`src/rtl/dbg_uart_tx_if.sv`:
```
// Byte-stream handshake into the debug UART transmitter.
interface dbg_uart_tx_if;
  logic [7:0] data_i;
  logic       valid_i;
  logic       ready_o;

  modport master (output data_i, output valid_i, input ready_o);
  modport slave  (input data_i, input valid_i, output ready_o);
endinterface

```
`src/rtl/dbg_uart_tx.sv`:
```
// Debug UART transmitter: small byte FIFO feeding an 8N1 serialiser.
// Frames follow one another with no idle gap while the FIFO holds data.
module dbg_uart_tx #(
  parameter int CLKS_PER_BIT = 278,
  parameter int FIFO_DEPTH   = 4
) (
  input  logic                          clk_i,
  input  logic                          rst_i,
  dbg_uart_tx_if.slave                  bus,
  output logic                          tx_o,
  output logic                          busy_o,
  output logic [$clog2(FIFO_DEPTH):0]   level_o
);
  localparam int PTR_W  = $clog2(FIFO_DEPTH);
  localparam int LVL_W  = PTR_W + 1;
  localparam int BAUD_W = $clog2(CLKS_PER_BIT);

  typedef enum logic [1:0] {IDLE, START, DATA, STOP} state_e;

  state_e            state_q, state_d;
  logic [BAUD_W-1:0] baud_q, baud_d;
  logic [2:0]        bit_q, bit_d;
  logic [7:0]        shift_q, shift_d;
  logic              tx_q, tx_d;
  logic [PTR_W-1:0]  wr_ptr_q, wr_ptr_d, rd_ptr_q, rd_ptr_d;
  logic [LVL_W-1:0]  level_q, level_d;
  logic [7:0]        mem_q [FIFO_DEPTH];

  logic full, empty, push, pop, baud_end;

  assign full        = (level_q == LVL_W'(FIFO_DEPTH));
  assign empty       = (level_q == '0);
  assign bus.ready_o = !full && !rst_i;
  assign push        = bus.valid_i && bus.ready_o;
  assign baud_end    = (baud_q == BAUD_W'(CLKS_PER_BIT - 1));

  assign tx_o    = tx_q;
  assign busy_o  = (state_q != IDLE) || !empty;
  assign level_o = level_q;

  always_comb begin
    state_d = state_q;
    baud_d  = baud_q;
    bit_d   = bit_q;
    shift_d = shift_q;
    tx_d    = tx_q;
    pop     = 1'b0;
    case (state_q)
      IDLE: begin
        baud_d = '0;
        bit_d  = '0;
        tx_d   = 1'b1;
        if (!empty) begin
          pop     = 1'b1;
          shift_d = mem_q[rd_ptr_q];
          tx_d    = 1'b0;
          state_d = START;
        end
      end
      START: begin
        baud_d = baud_q + BAUD_W'(1);
        if (baud_end) begin
          baud_d  = '0;
          tx_d    = shift_q[0];
          state_d = DATA;
        end
      end
      DATA: begin
        baud_d = baud_q + BAUD_W'(1);
        if (baud_end) begin
          baud_d = '0;
          if (bit_q == 3'd7) begin
            bit_d   = '0;
            tx_d    = 1'b1;
            state_d = STOP;
          end else begin
            // Drive the next bit straight from the shifter so tx stays registered.
            bit_d   = bit_q + 3'd1;
            shift_d = shift_q >> 1;
            tx_d    = shift_q[1];
          end
        end
      end
      STOP: begin
        baud_d = baud_q + BAUD_W'(1);
        tx_d   = 1'b1;
        if (baud_end) begin
          baud_d = '0;
          if (!empty) begin
            pop     = 1'b1;
            shift_d = mem_q[rd_ptr_q];
            tx_d    = 1'b0;
            state_d = START;
          end else begin
            state_d = IDLE;
          end
        end
      end
      default: state_d = IDLE;
    endcase
  end

  always_comb begin
    wr_ptr_d = push ? wr_ptr_q + PTR_W'(1) : wr_ptr_q;
    rd_ptr_d = pop  ? rd_ptr_q + PTR_W'(1) : rd_ptr_q;
    level_d  = level_q;
    if (push && !pop)      level_d = level_q + LVL_W'(1);
    else if (pop && !push) level_d = level_q - LVL_W'(1);
  end

  always_ff @(posedge clk_i) begin
    if (rst_i) begin
      state_q  <= IDLE;
      baud_q   <= '0;
      bit_q    <= '0;
      tx_q     <= 1'b1;
      wr_ptr_q <= '0;
      rd_ptr_q <= '0;
      level_q  <= '0;
    end else begin
      state_q  <= state_d;
      baud_q   <= baud_d;
      bit_q    <= bit_d;
      tx_q     <= tx_d;
      wr_ptr_q <= wr_ptr_d;
      rd_ptr_q <= rd_ptr_d;
      level_q  <= level_d;
    end
  end

  // Payload storage carries no reset; validity is tracked by the control flops.
  always_ff @(posedge clk_i) begin
    shift_q <= shift_d;
    if (push) mem_q[wr_ptr_q] <= bus.data_i;
  end
endmodule

```
`src/flat_wrapper.sv`:
```
// flat-port wrapper written by rule: the top's interface ports become plain ports
module dbg_uart_tx_flat 
#(
  parameter int CLKS_PER_BIT = 278,
  parameter int FIFO_DEPTH   = 4
)
  (clk_i, rst_i, tx_o, busy_o, level_o, bus_data_i, bus_valid_i, bus_ready_o);
  dbg_uart_tx_if bus_i ();
  input  logic clk_i;
  input  logic rst_i;
  output logic tx_o;
  output logic busy_o;
  output logic [$clog2(FIFO_DEPTH):0] level_o;
  input wire logic [$bits(bus_i.data_i)-1:0] bus_data_i;
  input wire logic [$bits(bus_i.valid_i)-1:0] bus_valid_i;
  output wire logic [$bits(bus_i.ready_o)-1:0] bus_ready_o;
  assign bus_i.data_i = bus_data_i;
  assign bus_i.valid_i = bus_valid_i;
  assign bus_ready_o = bus_i.ready_o;
  dbg_uart_tx #(.CLKS_PER_BIT(CLKS_PER_BIT), .FIFO_DEPTH(FIFO_DEPTH)) u_core (.clk_i(clk_i), .rst_i(rst_i), .bus(bus_i), .tx_o(tx_o), .busy_o(busy_o), .level_o(level_o));
endmodule
```
`config.mk`:
```
export PLATFORM = sky130hd
export DESIGN_NAME = dbg_uart_tx_flat
export DESIGN_NICKNAME = d
export VERILOG_FILES = /design/src/rtl/dbg_uart_tx_if.sv /design/src/rtl/dbg_uart_tx.sv /design/src/flat_wrapper.sv
export SDC_FILE = /design/constraint.sdc
export NUM_CORES = 1
export LEC_CHECK = 0
export ABC_AREA = 1
export CELL_PAD_IN_SITES_DETAIL_PLACEMENT = 0
export CELL_PAD_IN_SITES_GLOBAL_PLACEMENT = 1
export CORE_MARGIN = 2
export CORE_UTILIZATION = 40
export DETAILED_ROUTE_END_ITERATION = 8
export PLACE_DENSITY = 0.74
export SYNTH_ARGS = -nofsm -noshare
export SYNTH_HDL_FRONTEND = slang
export SYNTH_SLANG_ARGS = --single-unit
```
`constraint.sdc`:
```
create_clock -name clk_i -period 2.5 [get_ports clk_i]
set_input_delay 0.5 -clock clk_i [delete_from_list [all_inputs] [get_ports clk_i]]
set_output_delay 0.5 -clock clk_i [all_outputs]
set_load 0.01 [all_outputs]
```
=== Word-level counts from Yosys, hierarchy flattened ===
Memories as Yosys holds them, arrays and structs flattened. A register that Yosys moved wholly into a read port is not among the register bits.
Cells that the tools add are included.
W data, S select, Z words.

* Register bits: 30
* Bits in writable memories: 32
* Output and inout bits: 6
* Word-level logic and storage cells: 80
* Memories: 1

{| class="wikitable"
|+ Memory list
! memory !! depth !! width !! read ports !! clocked after memory_dff !! wr ports !! RTL line !! RTL
|-
| u_core.mem_q || 4 || 8 || 1 || 1 || 1 || dbg_uart_tx.sv:27 || <nowiki>logic [7:0] mem_q [FIFO_DEPTH];</nowiki>
|}

* $add $sub $neg: 6
* Reductions and logical operators: 21
* Equal/unequal tests: 12
* Muxes and demuxes: 32

{| class="wikitable"
|+ Operator list
! operator !! number
|-
| $mux W8 || 4
|-
| $pmux W8 S3 || 1
|-
| $pmux W9 S2 || 1
|-
| $mux W2 || 7
|-
| $mux W3 || 4
|-
| $mux W1 || 10
|-
| $add A9 B1 Y9 const B || 1
|-
| $eq A9 B9 Y1 const B || 1
|-
| $mux W9 || 1
|-
| $ne A2 B1 Y1 const B || 4
|-
| $pmux W2 S4 || 1
|-
| $add A3 B1 Y3 const B || 2
|-
| $eq A3 B3 Y1 const B || 2
|-
| $pmux W3 S2 || 1
|-
| $reduce_bool A2 Y1 || 3
|-
| $logic_not A1 Y1 || 5
|-
| $reduce_and A5 Y1 || 1
|-
| $add A2 B1 Y2 const B || 2
|-
| $eq A2 B2 Y1 const B || 2
|-
| $logic_and A1 B1 Y1 || 4
|-
| $ne A2 B2 Y1 const B || 2
|-
| $pmux W1 S4 || 1
|-
| $reduce_and A2 Y1 || 2
|-
| $reduce_and A4 Y1 || 1
|-
| 8 further kinds || 8
|}

=== Depth between registers and ports, before layout ===
Gate-level depths: netlist (run 1).

* Depth in word-level cells: 8
* Gate-level depth with buffers: 17
* Gate-level depth less buffers: 17

=== Least setup slack after synthesis (run 1) ===
OpenSTA, ideal clock, no wires.

* Kind: register to register
* From: register u_core.level_q[0], in the netlist u_core.level_o[0]
* To: register u_core.level_q[2], in the netlist u_core.level_o[2]
* Required time: 2.430 ns
* Cell stages (with the launch flop): 13
* Arrival: 2.009 ns
* Library setup time: 0.070 ns
* Period minus slack after synthesis: 2.079 ns
* Path slack: 0.421 ns
* Path through: dfxtp_1 > nor2_1 > a21oi_1 > nand2_1 > inv_1 > ha_1 > inv_1 > fa_1 > nor2_1 > nor2_1 > nand2_1 > o21ai_0 > a21oi_1

* Cells in the longest elaborated chain, start to end: 7
* Elaborated cells on any way between the ends: 17
* Those cells by class: add/sub (2); eq/ne (1); mux (5); reduce/logical (9)

{| class="wikitable"
|+ Ends and longest elaborated chain
! what !! RTL line !! RTL
|-
| start, declared || dbg_uart_tx.sv:26 || <nowiki>logic [LVL_W-1:0] level_q, level_d;</nowiki>
|-
| start signal, assigned || dbg_uart_tx.sv:127 || <nowiki>level_q <= level_d;</nowiki>
|-
| $eq A3 B3 Y1 (*) || dbg_uart_tx.sv:31 || <nowiki>assign full = (level_q == LVL_W'(FIFO_DEPTH));</nowiki>
|-
| $logic_not A1 Y1 (*) || dbg_uart_tx.sv:33 || <nowiki>assign bus.ready_o = !full && !rst_i;</nowiki>
|-
| $logic_and A1 B1 Y1 (*) || dbg_uart_tx.sv:33 ||
|-
| via bus_ready_o || flat_wrapper.sv:16 || <nowiki>output wire logic [$bits(bus_i.ready_o)-1:0] bus_ready_o;</nowiki>
|-
| $logic_and A1 B1 Y1 (*) || dbg_uart_tx.sv:34 || <nowiki>assign push = bus.valid_i && bus.ready_o;</nowiki>
|-
| via u_core.push || dbg_uart_tx.sv:29 || <nowiki>logic full, empty, push, pop, baud_end;</nowiki>
|-
| $logic_not A1 Y1 || dbg_uart_tx.sv:108 || <nowiki>else if (pop && !push) level_d = level_q - LVL_W'(1);</nowiki>
|-
| $logic_and A1 B1 Y1 || dbg_uart_tx.sv:108 ||
|-
| $reduce_bool A2 Y1 (no line) || - ||
|}

The timed path passes the listed nets; every way through them passes the cells marked *. The select of a mux whose other input is x is not followed.
A chain may end at the register's enable or synchronous reset.

=== Worst setup path after layout (run 1) ===
* From: register u_core.state_q[0]
* To: output port busy_o

* Cells in the longest elaborated chain, start to end: 2

{| class="wikitable"
|+ Ends and longest elaborated chain
! what !! RTL line !! RTL
|-
| start, declared || dbg_uart_tx.sv:20 || <nowiki>state_e state_q, state_d;</nowiki>
|-
| start signal, assigned || dbg_uart_tx.sv:121 || <nowiki>state_q <= state_d;</nowiki>
|-
| $reduce_bool A2 Y1 || dbg_uart_tx.sv:38 || <nowiki>assign busy_o = (state_q != IDLE) || !empty;</nowiki>
|-
| $logic_or A1 B1 Y1 || dbg_uart_tx.sv:38 ||
|-
| end, declared || flat_wrapper.sv:12 || <nowiki>output logic busy_o;</nowiki>
|}

No other way between the ends.

==> results.json, run 1 <==
{
  "critical_path.max_fanout": 6,
  "power.share.clock_pct": 28.9,
  "slowest_stage": "clkdlybuf4s50_1",
  "cts_root_buf": "clkbuf_8",
  "final.min_clock_period_ps": 2330,
  "ys_types": 31,
  "grt_max_degree": 18,
  "final_nets": 352,
  "numCtsBuffers": 9,
  "core_area_mm2": 0.00714,
  "die_x_um": 89.2,
  "die_height_um": 89.2,
  "antenna_found_initial": 0,
  "wl_per_cell_um": 12.1,
  "required_ps": 2000,
  "switching_share_pct": 32.8,
  "synth_area_leaders": "edfxtp_1, dfxtp_1, ha_1",
  "setup_violations": 0,
  "synth_area_per_cell_um2": 9.91,
  "dpl_worst_slack_ps": 173,
  "place.gp.congestion": 0.719,
  "crit_chain": "inv_1, ha_1, nand3_1, clkdlybuf4s50_1",
  "ys_ff_latch": 64,
  "clock_sinks": 64,
  "dpl.hpwl_mm": 3.65,
  "skew_ps": 10.3,
  "p_switching_mw": 1.13,
  "final_cell_mix": "nor2_1, nand2_1, edfxtp_1",
  "dp_cells": 413,
  "post_cts_buffers": 0,
  "leakage_nw": 1.39,
  "drv_slew": 0,
  "synth_top_area_share_pct": 41.4,
  "yosysWarnings": 0,
  "peakVddDrop_mv": 0.376,
  "grt_usage_pct": 14.5,
  "cp_slowest_stage_delay_ps": 540,
  "seqPwrFrac_pct": 41.5,
  "path_class": "reg2out",
  "fin_ws_ps": 170,
  "power.total_mw": 3.45,
  "cp.arrival_ps": 1830,
  "fin_crit_sh_pct": 93.2,
  "place_area_mm2": 0.00323,
  "design_area_mm2": 0.00346,
  "drtIter0Drc": 94,
  "slew_headroom_pct": 70.1,
  "outcome": "complete, no violations",
  "path_buf_inv": 2,
  "p_int_mw": 2.32,
  "netlist_area_mm2": 0.00290,
  "clock_latency_ps": 340,
  "syn_nets": 320,
  "ant_nets": 0,
  "wl_mm": 5.20,
  "grt_pass1_wl_mm": 8.48,
  "hold_buffers": 0,
  "clk_path_buf_depth": 2,
  "final_util_pct": 48.4,
  "cp-start-kind": "flip-flop",
  "finalHoldViolCount": 0,
  "rows": 31,
  "drt_pre_antenna_iters": 4,
  "h-tree-depth": 3,
  "end_kind": "output port",
  "final_cells": 429,
  "p_comb_share_pct": 29.6,
  "maxCapViolCount": 0,
  "num_vias": 2028,
  "insertedDiodeCount": 0,
  "rsz0062_at_grt": "false",
  "hold-worst-slack_ps": 467,
  "min_path_type": "reg2reg",
  "final.setup.tns_ps": 0,
  "vias_per_cell": 4.73,
  "gr-total-overflow": 0,
  "cts_resized": 0,
  "drc": 0,
  "die-area_mm2": 0.00795,
  "drive_gt1_share_pct": 12.4,
  "start_util_pct": 40.7,
  "path_clk_slew_ps": 70,
  "numPortBuffers": 16,
  "p_per_area_mw_per_mm2": 1000,
  "tightest_slew_ps": 449,
  "cpLargestDelayFamily": "buffers and inverters",
  "fmax_mhz": 429,
  "synthCells": 293,
  "ys_seq_area_share_pct": 57.9,
  "first_global_vias": 1883,
  "netlist.top_cell.by_area": "edfxtp_1",
  "cts_tree": "yes",
  "boundaryPins": 17,
  "area_growth_pct": 19.1
}
[per-layer routing]
metal	up-vias	routed length, µm	GRT usage, %
li1	1059	-	-
met1	940	2460	17.4
met2	21	2480	23.8
met3	8	171	5.54
met4	0	87	5.70
met5	-	0	0
[registers in the layout, indices dropped and copies added (netlist names), named ones only]
name	count
u_core.tx_o	1
u_core.baud_q	9
u_core.wr_ptr_q	2
u_core.state_q	2
u_core.rd_ptr_q	2
u_core.mem_q	32
u_core.level_o	3
u_core.shift_q	8
u_core.bit_q	3
[worst paths after layout]
check                                        from                end  slack (ps)  cells after the start
worst min register to register    u_core.bit_q[2]    u_core.bit_q[2]         470                      2
worst max-delay path            u_core.state_q[0]             busy_o         170                      4
worst min-delay path              u_core.bit_q[2]    u_core.bit_q[2]         470                      2
worst max register to register  u_core.state_q[0]  u_core.level_o[2]         330                     13
[worst min-delay path, cell delays in order (launching register included)]
cell and delay, ps:
dfxtp_1 320, nand2_1 60, a21oi_1 50
[cell families (layout without fill, tap and decap cells)]
family                     after synthesis  after routing  share of synthesized area (%)
and+or+nand+nor                        118            118                           18.6
DFF                                     64             64                           57.9
buffers and inverters                   39             76                           5.17
xor gates and xnor gates                 1              1                          0.302
adders and majority gates               16             16                           7.16
AOI/OAI and AO/OA                       55             55                           10.8
[power groups by stage]
stage | sequential (mW) | clock (mW) | combinational, mW
after floorplan | 1.44 | 0 | 0.721
after global placement | 1.46 | 0 | 1.02
after detailed placement | 1.46 | 0 | 1.03
after CTS | 1.44 | 1.03 | 1.03
after global routing | 1.45 | 1.08 | 1.16
final | 1.43 | 0.999 | 1.02
[cell usage after synthesis]
| library cell | number |
|---|---|
| nand2_2 | 3 |
| nor3_1 | 2 |
| nor3_2 | 1 |
| nand2_4 | 2 |
| o21ai_2 | 1 |
| nand3_4 | 1 |
| o21ai_0 | 24 |
| or2_2 | 1 |
| nand3_1 | 13 |
| inv_1 | 31 |
| nor2_1 | 43 |
| or2_1 | 1 |
| nand2_1 | 43 |
| ha_1 | 15 |
| clkinv_1 | 1 |
| a211oi_1 | 1 |
| fa_1 | 1 |
| nand4_1 | 2 |
| o22ai_1 | 8 |
| a21oi_1 | 15 |
| dfxtp_1 | 24 |
| nand3b_1 | 1 |
| xor2_1 | 1 |
| a22o_1 | 6 |
| nor2_2 | 2 |
| nand3_2 | 1 |
| inv_2 | 4 |
| nor2_4 | 1 |
| buf_2 | 3 |
| nor3b_1 | 1 |
| edfxtp_1 | 40 |
[cell type report]
cell class | count | area (µm²)
inverter | 36 | 135
tap | 99 | 124
fill | 690 | 3680
multi-input combinational | 190 | 1070
timing repair buffer | 24 | 220
clock buffer | 9 | 124
sequential | 64 | 1680
clock inverter | 7 | 100
No activity file was read; power rests on OpenSTA's default activity.
==> inputs of run 2 (changes only) <==
CTS_BUF_LIST = sky130_fd_sc_hd__clkbuf_4 sky130_fd_sc_hd__clkbuf_8   (was not set)
SLEW_MARGIN = 10   (was not set)
==> results of run 2 <==
Final layout, timing and power as in run 1 (identical DEF).
==> inputs of run 3 (changes only) <==
CTS_CLUSTER_DIAMETER = 80   (was not set)
==> results of run 3 <==
Final layout, timing and power as in run 1 (identical DEF).
